==> config.mk <==
export PLATFORM = sky130hd
export DESIGN_NAME = univ_register
export DESIGN_NICKNAME = d
export VERILOG_FILES = /design/src/rtl/univ_register.sv
export SDC_FILE = /design/constraint.sdc
export NUM_CORES = 1
export LEC_CHECK = 0
export ABC_CLOCK_PERIOD_IN_PS = 2100
export CAP_MARGIN = 25
export CORE_ASPECT_RATIO = 1.25
export CORE_UTILIZATION = 40
export CTS_CLUSTER_DIAMETER = 80
export DETAILED_ROUTE_END_ITERATION = 10
export GPL_ROUTABILITY_DRIVEN = 0
export GPL_TIMING_DRIVEN = 0
export PLACE_DENSITY = 0.7
export SLEW_MARGIN = 5
export SYNTH_ARGS = -nofsm -noshare
export SYNTH_HDL_FRONTEND = slang
export SYNTH_SLANG_ARGS = --single-unit
export TNS_END_PERCENT = 100
==> constraint.sdc <==
create_clock -name clk_i -period 2.1 [get_ports clk_i]
set_input_delay 0.21 -clock clk_i [delete_from_list [all_inputs] [get_ports clk_i]]
set_output_delay 0.21 -clock clk_i [all_outputs]
set_load 0.01 [all_outputs]
==> src/rtl/univ_register.sv <==
// -----------------------------------------------------------------------------
// univ_register
//
// General-purpose datapath register for SAP-2 class machines: accumulator,
// temp, output or counter-style registers. Besides plain load/hold it can
// increment, decrement, shift and rotate. It keeps a registered carry flag,
// derives a combinational zero flag, and drives a gated (AND-gated, not
// tristate) bus output.
//
// Parameters
//   WIDTH      data width in bits, 2..32
//   RESET_VAL  value taken by the register on reset
//
// Ports
//   clk_i       rising-edge clock for all state
//   rst_i       synchronous reset, active-high; overrides op_i
//   op_i        operation select:
//               000 HOLD, 001 LOAD, 010 INC, 011 DEC,
//               100 SHL, 101 SHR, 110 ROL, 111 ROR
//   bus_i       load data
//   ser_i       serial-in bit for SHL/SHR
//   oe_i        bus output enable (does not affect state)
//   bus_o       register value when oe_i=1, otherwise zero
//   parallel_o  register value, always driven
//   carry_o     registered carry / borrow / shifted-out bit
//   zero_o      high when the register value is zero
// -----------------------------------------------------------------------------
module univ_register #(
    parameter int                 WIDTH     = 8,
    parameter logic [WIDTH-1:0]   RESET_VAL = '0
) (
    input  logic             clk_i,
    input  logic             rst_i,
    input  logic [2:0]       op_i,
    input  logic [WIDTH-1:0] bus_i,
    input  logic             ser_i,
    input  logic             oe_i,
    output logic [WIDTH-1:0] bus_o,
    output logic [WIDTH-1:0] parallel_o,
    output logic             carry_o,
    output logic             zero_o
);

    localparam logic [2:0] OP_HOLD = 3'b000;
    localparam logic [2:0] OP_LOAD = 3'b001;
    localparam logic [2:0] OP_INC  = 3'b010;
    localparam logic [2:0] OP_DEC  = 3'b011;
    localparam logic [2:0] OP_SHL  = 3'b100;
    localparam logic [2:0] OP_SHR  = 3'b101;
    localparam logic [2:0] OP_ROL  = 3'b110;
    localparam logic [2:0] OP_ROR  = 3'b111;

    logic [WIDTH-1:0] data_reg;
    logic [WIDTH-1:0] data_next;
    logic             carry_reg;
    logic             carry_next;

    // One extra bit on the incrementer gives the wrap-out directly.
    logic [WIDTH:0]   inc_sum;
    logic [WIDTH-1:0] dec_val;
    logic             dec_borrow;

    assign inc_sum    = {1'b0, data_reg} + {{WIDTH{1'b0}}, 1'b1};
    assign dec_val    = data_reg - {{(WIDTH-1){1'b0}}, 1'b1};
    assign dec_borrow = (data_reg == '0);

    // Shift and rotate networks. Bit 0 / bit WIDTH-1 are the entry points
    // (serial-in or wrapped bit), everything else moves by one position.
    logic [WIDTH-1:0] shl_val;
    logic [WIDTH-1:0] shr_val;
    logic [WIDTH-1:0] rol_val;
    logic [WIDTH-1:0] ror_val;

    assign shl_val[0]       = ser_i;
    assign rol_val[0]       = data_reg[WIDTH-1];
    assign shr_val[WIDTH-1] = ser_i;
    assign ror_val[WIDTH-1] = data_reg[0];

    generate
        for (genvar gi = 1; gi < WIDTH; gi++) begin : g_left
            assign shl_val[gi] = data_reg[gi-1];
            assign rol_val[gi] = data_reg[gi-1];
        end
        for (genvar gi = 0; gi < WIDTH - 1; gi++) begin : g_right
            assign shr_val[gi] = data_reg[gi+1];
            assign ror_val[gi] = data_reg[gi+1];
        end
    endgenerate

    always_comb begin
        data_next  = data_reg;
        carry_next = carry_reg;
        unique case (op_i)
            OP_HOLD: begin
                data_next  = data_reg;
                carry_next = carry_reg;
            end
            OP_LOAD: begin
                data_next  = bus_i;
                carry_next = 1'b0;
            end
            OP_INC: begin
                data_next  = inc_sum[WIDTH-1:0];
                carry_next = inc_sum[WIDTH];
            end
            OP_DEC: begin
                data_next  = dec_val;
                carry_next = dec_borrow;
            end
            OP_SHL: begin
                data_next  = shl_val;
                carry_next = data_reg[WIDTH-1];
            end
            OP_SHR: begin
                data_next  = shr_val;
                carry_next = data_reg[0];
            end
            OP_ROL: begin
                data_next  = rol_val;
                carry_next = data_reg[WIDTH-1];
            end
            OP_ROR: begin
                data_next  = ror_val;
                carry_next = data_reg[0];
            end
            default: begin
                data_next  = data_reg;
                carry_next = carry_reg;
            end
        endcase
    end

    // Reset wins over whatever operation is presented in the same cycle.
    always_ff @(posedge clk_i) begin
        if (rst_i) begin
            data_reg  <= RESET_VAL;
            carry_reg <= 1'b0;
        end else begin
            data_reg  <= data_next;
            carry_reg <= carry_next;
        end
    end

    assign parallel_o = data_reg;
    assign carry_o    = carry_reg;
    assign zero_o     = (data_reg == '0);

    // Output gating is a plain AND per bit; an undriven bus reads as zero.
    generate
        for (genvar gi = 0; gi < WIDTH; gi++) begin : g_bus_gate
            assign bus_o[gi] = data_reg[gi] & oe_i;
        end
    endgenerate

endmodule

# --- Word level (Yosys, flattened, before mapping) ---
# Cells that the tools add are included.
classes:
  addsub: 2
  n_eq_ne: 7
  muxes: 2
  n_bitwise: 8
  reduce_logical: 4
op_table:
  columns: ["op", "n"]
  rows:
  - ["case mux 8 bit (7 select lines)", 1]
  - ["== test 3 bit, second input constant", 4]
  - ["adder 8 x 1 -> 9 bit, second input constant", 1]
  - ["AND 1 bit", 8]
  - ["zero test 8 bit", 1]
  - ["subtractor 8 x 1 -> 8 bit, second input constant", 1]
  - ["== test 3 x 2 -> 1 bit, second input constant", 2]
  - ["case mux 1 bit (5 select lines)", 1]
  - ["OR reduction 2 bit", 2]
  - ["== test 3 x 1 -> 1 bit, second input constant", 1]
  - ["zero test 3 bit", 1]
word_totals:
  ff_bits: 9
  input_bits: 15
  out_inout_bits: 18
  word_cells: 25

# --- Longest topological paths before layout ---
# Gate-level depths: netlist of run 1.
logic_depth:
  ltp_word: 3
  depth_mapped: 7
  depth_no_buf: 6

# --- Worst setup path after synthesis of run 1 ---
# Ideal clock, no wire load.
synth_path:
  kind: "reg-to-reg"
  startpoint: "register data_reg[0] (netlist: parallel_o[0])"
  endpoint: "register data_reg[1] (netlist: parallel_o[1])"
  setup_ns: 0.129
  arrival_time_ns: 1.736
  required_time_ns: 1.971
  slack_ns: 0.235
  stages_incl_launch_ff: 8
  path_buffers: 1
  synth_period_minus_slack_ns: 1.865
  cell_sequence: "dfxtp_1 clkbuf_1 inv_1 ha_1 nand2_1 o21ai_0 mux4_2 nor2b_1"
synth_via:
  elab_chain_len: 2
  elab_cells_between_ends: 3
  classes_between: "2 x add/sub; 1 x mux"
synth_rtl:
  columns: ["item", "line_no", "text"]
  rows:
  - ["start: declaration", "53", "logic [WIDTH-1:0] data_reg;"]
  - ["start signal: assignment", "139", "data_reg <= data_next;"]
  - ["subtractor 8 x 1 -> 8 bit / adder 8 x 1 -> 9 bit (equally long branches)", "64, 63", null]
  - ["case mux 8 bit (7 select lines) (*)", "93", "unique case (op_i)"]
# Every way passes the cells marked *; elsewhere a longest branch is shown, timed or not.
# A chain may end at the register's enable or synchronous reset.

# --- Final worst setup path of run 1 ---
layout_path:
  startpoint: "register data_reg[5] (netlist: parallel_o[5])"
  endpoint: "output zero_o"
layout_via:
  elab_chain_len: 1
layout_rtl:
  columns: ["item", "line_no", "text"]
  rows:
  - ["zero test 8 bit", "146", "assign zero_o = (data_reg == '0);"]
  - ["end: declaration", "41", "output logic zero_o"]
# No other way between the ends.

==> results of run 1 <==
[area by class of cell]
| cell class | instances | area [sq um] |
|---|---|---|
| repair buffers | 29 | 289 |
| plain buffers | 14 | 67.6 |
| flip-flops and latches | 9 | 180 |
| multi-input cells | 104 | 727 |
| clock buffers | 4 | 26.3 |
| inverters | 5 | 18.8 |
| well taps | 31 | 38.8 |
| fillers | 235 | 935 |
[flip-flops by register name, summed over array words and instances (netlist names)]
name / flops
carry_o: 1
parallel_o: 8
[power by group]
part           total, W  internal (W)  switching, W  leakage [nW]
logic          0.000310      0.000157      0.000153         0.409
clock network  0.000154     0.0000737     0.0000801        0.0150
registers      0.000201      0.000186     0.0000152        0.0745
total          0.000665      0.000416      0.000248         0.499
[per-layer routing]
layer	global-route usage	wire length, um	vias to the layer above	part of all wire
met3	0.0343	173	8	0.059
met1	0.326	1290	508	0.44
met2	0.399	1420	45	0.48
met4	0.113	63	0	0.021
met5	0	0	-	0
li1	-	-	544	-
[per-stage QoR]
step                      hold WS, ns  instance area, sq um
after global routing            0.420                  1350
after detailed placement        0.633                  1320
after global placement          0.628                  1320
after CTS                       0.386                  1350
final                           0.390                  1350
after floorplan                 0.422                   992
[cell usage after synthesis, types with 3 or more instances]
| master | n | area [sq um] |
|---|---|---|
| nand2_1 | 17 | 63.8 |
| dfxtp_1 | 9 | 180 |
| nor2_1 | 9 | 33.8 |
| clkbuf_1 | 8 | 30.0 |
| and2_1 | 7 | 43.8 |
| mux2i_1 | 6 | 60.1 |
| o21ai_0 | 6 | 30.0 |
| inv_1 | 5 | 18.8 |
| a21oi_1 | 4 | 20.0 |
| a31oi_1 | 4 | 25.0 |
| nand3_1 | 4 | 20.0 |
| ha_1 | 3 | 37.5 |
| nand2b_1 | 3 | 18.8 |
| nor2b_1 | 3 | 18.8 |
| o31a_1 | 3 | 26.3 |
[repair_timing]
item | 4_1_cts | 5_1_grt
gates resized for setup | 1 | 2
endpoints found under the setup margin | 1 | 2
pin swaps | 0 | 0
buffers inserted | 0 | 0
[cells by family (layout without fill, tap and decap cells)]
group / Yosys count / in the layout / share of synthesized area
AND/OR/NAND/NOR: 56 / 56 / 0.320
AO/OA/AOI/OAI: 35 / 35 / 0.265
buffers and inverters: 19 / 52 / 0.0858
flip-flops: 9 / 9 / 0.182
multiplexers: 7 / 7 / 0.0832
adder cells (fa/ha/maj): 3 / 3 / 0.0378
XOR/XNOR: 3 / 3 / 0.0265
[final timing paths]
| check | from | endpoint | depth (start not counted) |
|---|---|---|---|
| worst max-delay path | parallel_o[5]$_SDFFE_PP0P_ | zero_o | 4 |
| worst min-delay path | rst_i | parallel_o[0]$_SDFFE_PP0P_ | 2 |
| worst max register to register | parallel_o[0]$_SDFFE_PP0P_ | parallel_o[1]$_SDFFE_PP0P_ | 7 |
| worst min register to register | parallel_o[5]$_SDFFE_PP0P_ | parallel_o[5]$_SDFFE_PP0P_ | 3 |
==> flow_metrics.py, run 1 <==
metrics = {
    "run_status": {
        "outcome": "finished, final reports clean",
    },
    "global_route": {
        "initial_antenna_violation_count": 0,
        "grt_start_max_net_pins": 11,
        "gr-total-overflow": 0,
        "grt_pass1_wl_mm": 4.93,
        "grt.total_usage": 0.251,
        "grt_pass1_vias": 1067,
    },
    "clock_tree": {
        "htreeDepth": 1,
        "tritoncts": "done",
        "clk_latency_ns": 0.28,
        "ctsHoldBuffers": 0,
        "clock_root_buffer": "clkbuf_4",
        "cts_buffers": 3,
        "cts.reportedPaths.clkPinSlew_ns": 0.08,
        "ctsLongestPathBuffers": 2,
        "clock_sink_count": 9,
    },
    "yosys": {
        "yosysUniqueCellTypes": 48,
        "synth-edff-count": 0,
        "synth.ff_latch_count": 9,
        "gate_count_of_the_mapped_netlist": 132,
        "syn_nets": 150,
        "seq_area_frac_synth": 0.182,
        "yosys_warnings": 0,
        "ys_dominant_reg_cell": "dfxtp_1",
        "synthesis.area_sq_um": 992,
        "synthArstFlopShare": 0,
        "syn_avg_cell_area_sq_um": 7.52,
    },
    "placement": {
        "post-place-cells": 192,
        "pre_cts_ws_ns": 0.0401,
        "post-dp-hpwl_mm": 2.16,
        "port-buffer-count": 29,
    },
    "worst_setup_path": {
        "crit_type": "flop to output port",
        "timing.critical_path.cells": "buf_6, or4_4, nor4b_4, dlygate4sd2_1",
        "crit_family": "simple AND/OR/NAND/NOR gates",
        "critical_path.max_fanout": 9,
        "end_kind": "output port",
        "critPathLaunchType": "flop",
        "cp_num_buf_inv": 2,
        "critPathMaxStageDelay_ns": 0.53,
        "wp_data_required_ns": 1.89,
        "critical_path_arrival_ns": 1.84,
        "cpMaxStageDelayCell": "or4_4",
        "reg2reg_setup_slack_ns": 0.22,
    },
    "final_layout": {
        "layout_commonest_cell": "clkdlybuf4s50_1",
        "layoutNonFillerInstCount": 196,
        "final_layout_size_suffix_gt1_frac": 0.103,
        "num_antenna_cells": 0,
        "finish.utilization": 0.590,
        "layout_common_cells": "clkdlybuf4s50_1, nand2_1, nor2_1, dfxtp_1, clkbuf_1",
        "area_delta_synth_final_pct": 35.8,
        "final_net_count": 184,
    },
    "routing": {
        "routed_len_inst_um": 15.1,
        "detail_route.vias_per_cell": 5.64,
        "drc": 0,
        "ant_nets": 0,
        "drt-total-wl_mm": 2.95,
        "drtPass1Iterations": 4,
        "num_vias": 1105,
        "detail_route.iter0.violations": 46,
    },
    "pwr": {
        "max-vdd-ir-drop_v": 0.000301,
        "power.density_cell_area_mw_per_mm2": 493,
        "total_power_w": 0.000665,
        "leakagePower_nw": 0.499,
    },
    "floorplanning": {
        "die_height_um": 57.7,
        "floorplan.initialDensity": 0.435,
        "std_cell_rows": 19,
        "fp.dieArea_sq_mm": 0.00268,
        "core_area_sq_mm": 0.00228,
        "design.portCount": 33,
        "die_span_in_x_um": 46.5,
    },
    "worst_hold_path": {
        "min-delay-path-class": "primary input to flop",
    },
    "sta": {
        "setup_tns_ns": 0,
        "final.setup_skew_ns": 0.00359,
        "final_period_minus_worst_setup_slack_ns": 2.05,
        "worst_slew_pin_slew_ns": 0.572,
        "maxClockFrequency_ghz": 0.487,
        "setup_ws_ns": 0.0482,
        "post-route-period-util": 0.977,
        "grt_setup_unrepaired": "no",
        "slew_headroom": 0.619,
        "final_max_slew_viol_count": 0,
        "hold_viol_final": 0,
        "report.final.setup_viol": 0,
    },
    "flow_run": {
        "cap_violations": 0,
    },
}
Power figures use the tool's default switching activity.
==> run 2, diff against run 1 <==
--- a/config.mk
+++ b/config.mk
@@ -6,7 +6,7 @@
 export NUM_CORES = 1
 export LEC_CHECK = 0
 export ABC_CLOCK_PERIOD_IN_PS = 2100
-export CAP_MARGIN = 25
+export CAP_MARGIN = 20
 export CORE_ASPECT_RATIO = 1.25
 export CORE_UTILIZATION = 40
 export CTS_CLUSTER_DIAMETER = 80
==> results of run 2 <==
Final layout, timing and power as in run 1 (identical DEF).
==> run 3, diff against run 2 <==
--- a/config.mk
+++ b/config.mk
@@ -9,7 +9,8 @@
 export CAP_MARGIN = 20
 export CORE_ASPECT_RATIO = 1.25
 export CORE_UTILIZATION = 40
-export CTS_CLUSTER_DIAMETER = 80
+export CTS_BUF_LIST = sky130_fd_sc_hd__clkbuf_4 sky130_fd_sc_hd__clkbuf_8 sky130_fd_sc_hd__clkbuf_16
+export CTS_CLUSTER_DIAMETER = 100
 export DETAILED_ROUTE_END_ITERATION = 10
 export GPL_ROUTABILITY_DRIVEN = 0
 export GPL_TIMING_DRIVEN = 0
==> run 3 against run 2 <==
  * Via count increased by 0.63%
  * Final cell count unchanged
  * Clock power increased by 7%
==> flow_metrics.py, run 3 (synthesized netlist as in run 1, its figures left out) <==
metrics = {
    "run_status": {
        "outcome": "finished, final reports clean",
    },
    "worst_setup_path": {
        "crit_type": "flop to output port",
        "wp_data_required_ns": 1.89,
        "end_kind": "output port",
        "critPathLaunchType": "flop",
        "critical_path.max_fanout": 9,
        "critical_path_arrival_ns": 1.84,
    },
    "global_route": {
        "grt_pass1_vias": 1071,
        "grt.total_usage": 0.253,
        "grt_pass1_wl_mm": 4.97,
        "gr-total-overflow": 0,
        "grt_start_max_net_pins": 11,
        "initial_antenna_violation_count": 0,
    },
    "floorplanning": {
        "die_span_in_x_um": 46.5,
        "core_area_sq_mm": 0.00228,
        "die_height_um": 57.7,
        "fp.dieArea_sq_mm": 0.00268,
        "floorplan.initialDensity": 0.435,
        "std_cell_rows": 19,
        "design.portCount": 33,
    },
    "sta": {
        "setup_tns_ns": 0,
        "maxClockFrequency_ghz": 0.488,
        "final_max_slew_viol_count": 0,
        "final_period_minus_worst_setup_slack_ns": 2.05,
        "report.final.setup_viol": 0,
        "grt_setup_unrepaired": "no",
        "final.setup_skew_ns": 0.00229,
        "post-route-period-util": 0.975,
        "hold_viol_final": 0,
        "worst_slew_pin_slew_ns": 0.572,
        "slew_headroom": 0.619,
    },
    "pwr": {
        "p_comb_frac": 0.459,
        "total_power_w": 0.000678,
        "p_sw_w": 0.000248,
        "max-vdd-ir-drop_v": 0.000285,
        "swShare": 0.367,
        "leakagePower_nw": 0.502,
        "power.density_cell_area_mw_per_mm2": 501,
        "power.sequential.fraction": 0.298,
        "clockPowerShare": 0.243,
        "int_pwr_w": 0.000429,
    },
    "clock_tree": {
        "cts_buffers": 3,
        "tritoncts": "done",
        "ctsLongestPathBuffers": 2,
        "postCtsSetupBuffers": 0,
        "cts_resized": 1,
        "htreeDepth": 1,
        "clock_root_buffer": "clkbuf_4",
        "clock_sink_count": 9,
        "cts.reportedPaths.clkPinSlew_ns": 0.08,
        "clk_latency_ns": 0.27,
        "ctsHoldBuffers": 0,
    },
    "routing": {
        "drc": 0,
        "detail_route.vias_per_cell": 5.67,
        "drt-total-wl_mm": 2.98,
        "routed_len_inst_um": 15.2,
        "detail_route.iter0.violations": 50,
        "num_vias": 1112,
        "drtPass1Iterations": 4,
        "ant_nets": 0,
    },
    "final_layout": {
        "largest_register_ff_count": 8,
        "layout_common_cells": "clkdlybuf4s50_1, nand2_1, nor2_1, dfxtp_1",
        "layout_commonest_cell": "clkdlybuf4s50_1",
        "final_layout_size_suffix_gt1_frac": 0.109,
        "area_delta_synth_final_pct": 36.2,
        "num_antenna_cells": 0,
        "final_net_count": 184,
    },
    "placement": {
        "post-dp-hpwl_mm": 2.16,
        "port-buffer-count": 29,
    },
    "flow_run": {
        "cap_violations": 0,
    },
    "worst_hold_path": {
        "min-delay-path-class": "primary input to flop",
    },
}
==> run 3: changes by cell type in the layout (fill, tap and decap cells not counted) <==
cell	change
clkbuf_4	+1
clkbuf_1	-1
==> run 3: layout make-up <==
class	instances	area (sq um)
sequential	9	180
fill	234	931
inverter	5	18.8
buffer	14	67.6
tap	31	38.8
clock buffer	4	30.0
multi-input combinational	104	727
timing repair buffer	29	289
==> run 3: final timing paths <==
| check | start | to | slack (ns) | depth (start not counted) |
|---|---|---|---|---|
| worst min-delay path | rst_i | parallel_o[0]$_SDFFE_PP0P_ | 0.39 | 2 |
| worst min register to register | parallel_o[5]$_SDFFE_PP0P_ | parallel_o[5]$_SDFFE_PP0P_ | 0.64 | 3 |
| worst max-delay path | parallel_o[5]$_SDFFE_PP0P_ | zero_o | 0.05 | 4 |
| worst max register to register | parallel_o[1]$_SDFFE_PP0P_ | parallel_o[1]$_SDFFE_PP0P_ | 0.20 | 6 |
==> run 3: through the flow <==
stage / setup slack (ns) / cells / hold WS (ns) / util / cell area (sq um)
2_1_floorplan: 0.235 / 132 / 0.422 / - / 992
3_3_place_gp: 0.0701 / 192 / 0.628 / 0.579 / 1320
3_5_place_dp: 0.0401 / 192 / 0.633 / 0.579 / 1320
4_1_cts: 0.0299 / 196 / 0.386 / 0.592 / 1350
5_1_grt: 0.00183 / 196 / 0.419 / 0.592 / 1350
6_report: 0.0522 / 196 / 0.395 / 0.592 / 1350
==> run 3: power groups by stage <==
stage               combinational (W)  clock, W  sequential, W
floorplan                    0.000187         0       0.000210
CTS                          0.000309  0.000164       0.000201
detailed placement           0.000309         0       0.000205
finish                       0.000311  0.000165       0.000202
global route                 0.000339  0.000170       0.000203
global placement             0.000305         0       0.000204
==> run 3: critical path, cell delays in order, from the launching register on <==
cell	delay [ns]
dfxtp_1	0.33
buf_6	0.13
or4_4	0.53
nor4b_4	0.28
dlygate4sd2_1	0.30
==> run 3: per-layer routing <==
metal / vias up / global-route usage / wire length [um]
li1: 542 / - / -
met1: 519 / 0.329 / 1310
met2: 43 / 0.409 / 1460
met3: 8 / 0.0280 / 151
met4: 0 / 0.109 / 67
met5: - / 0 / 0
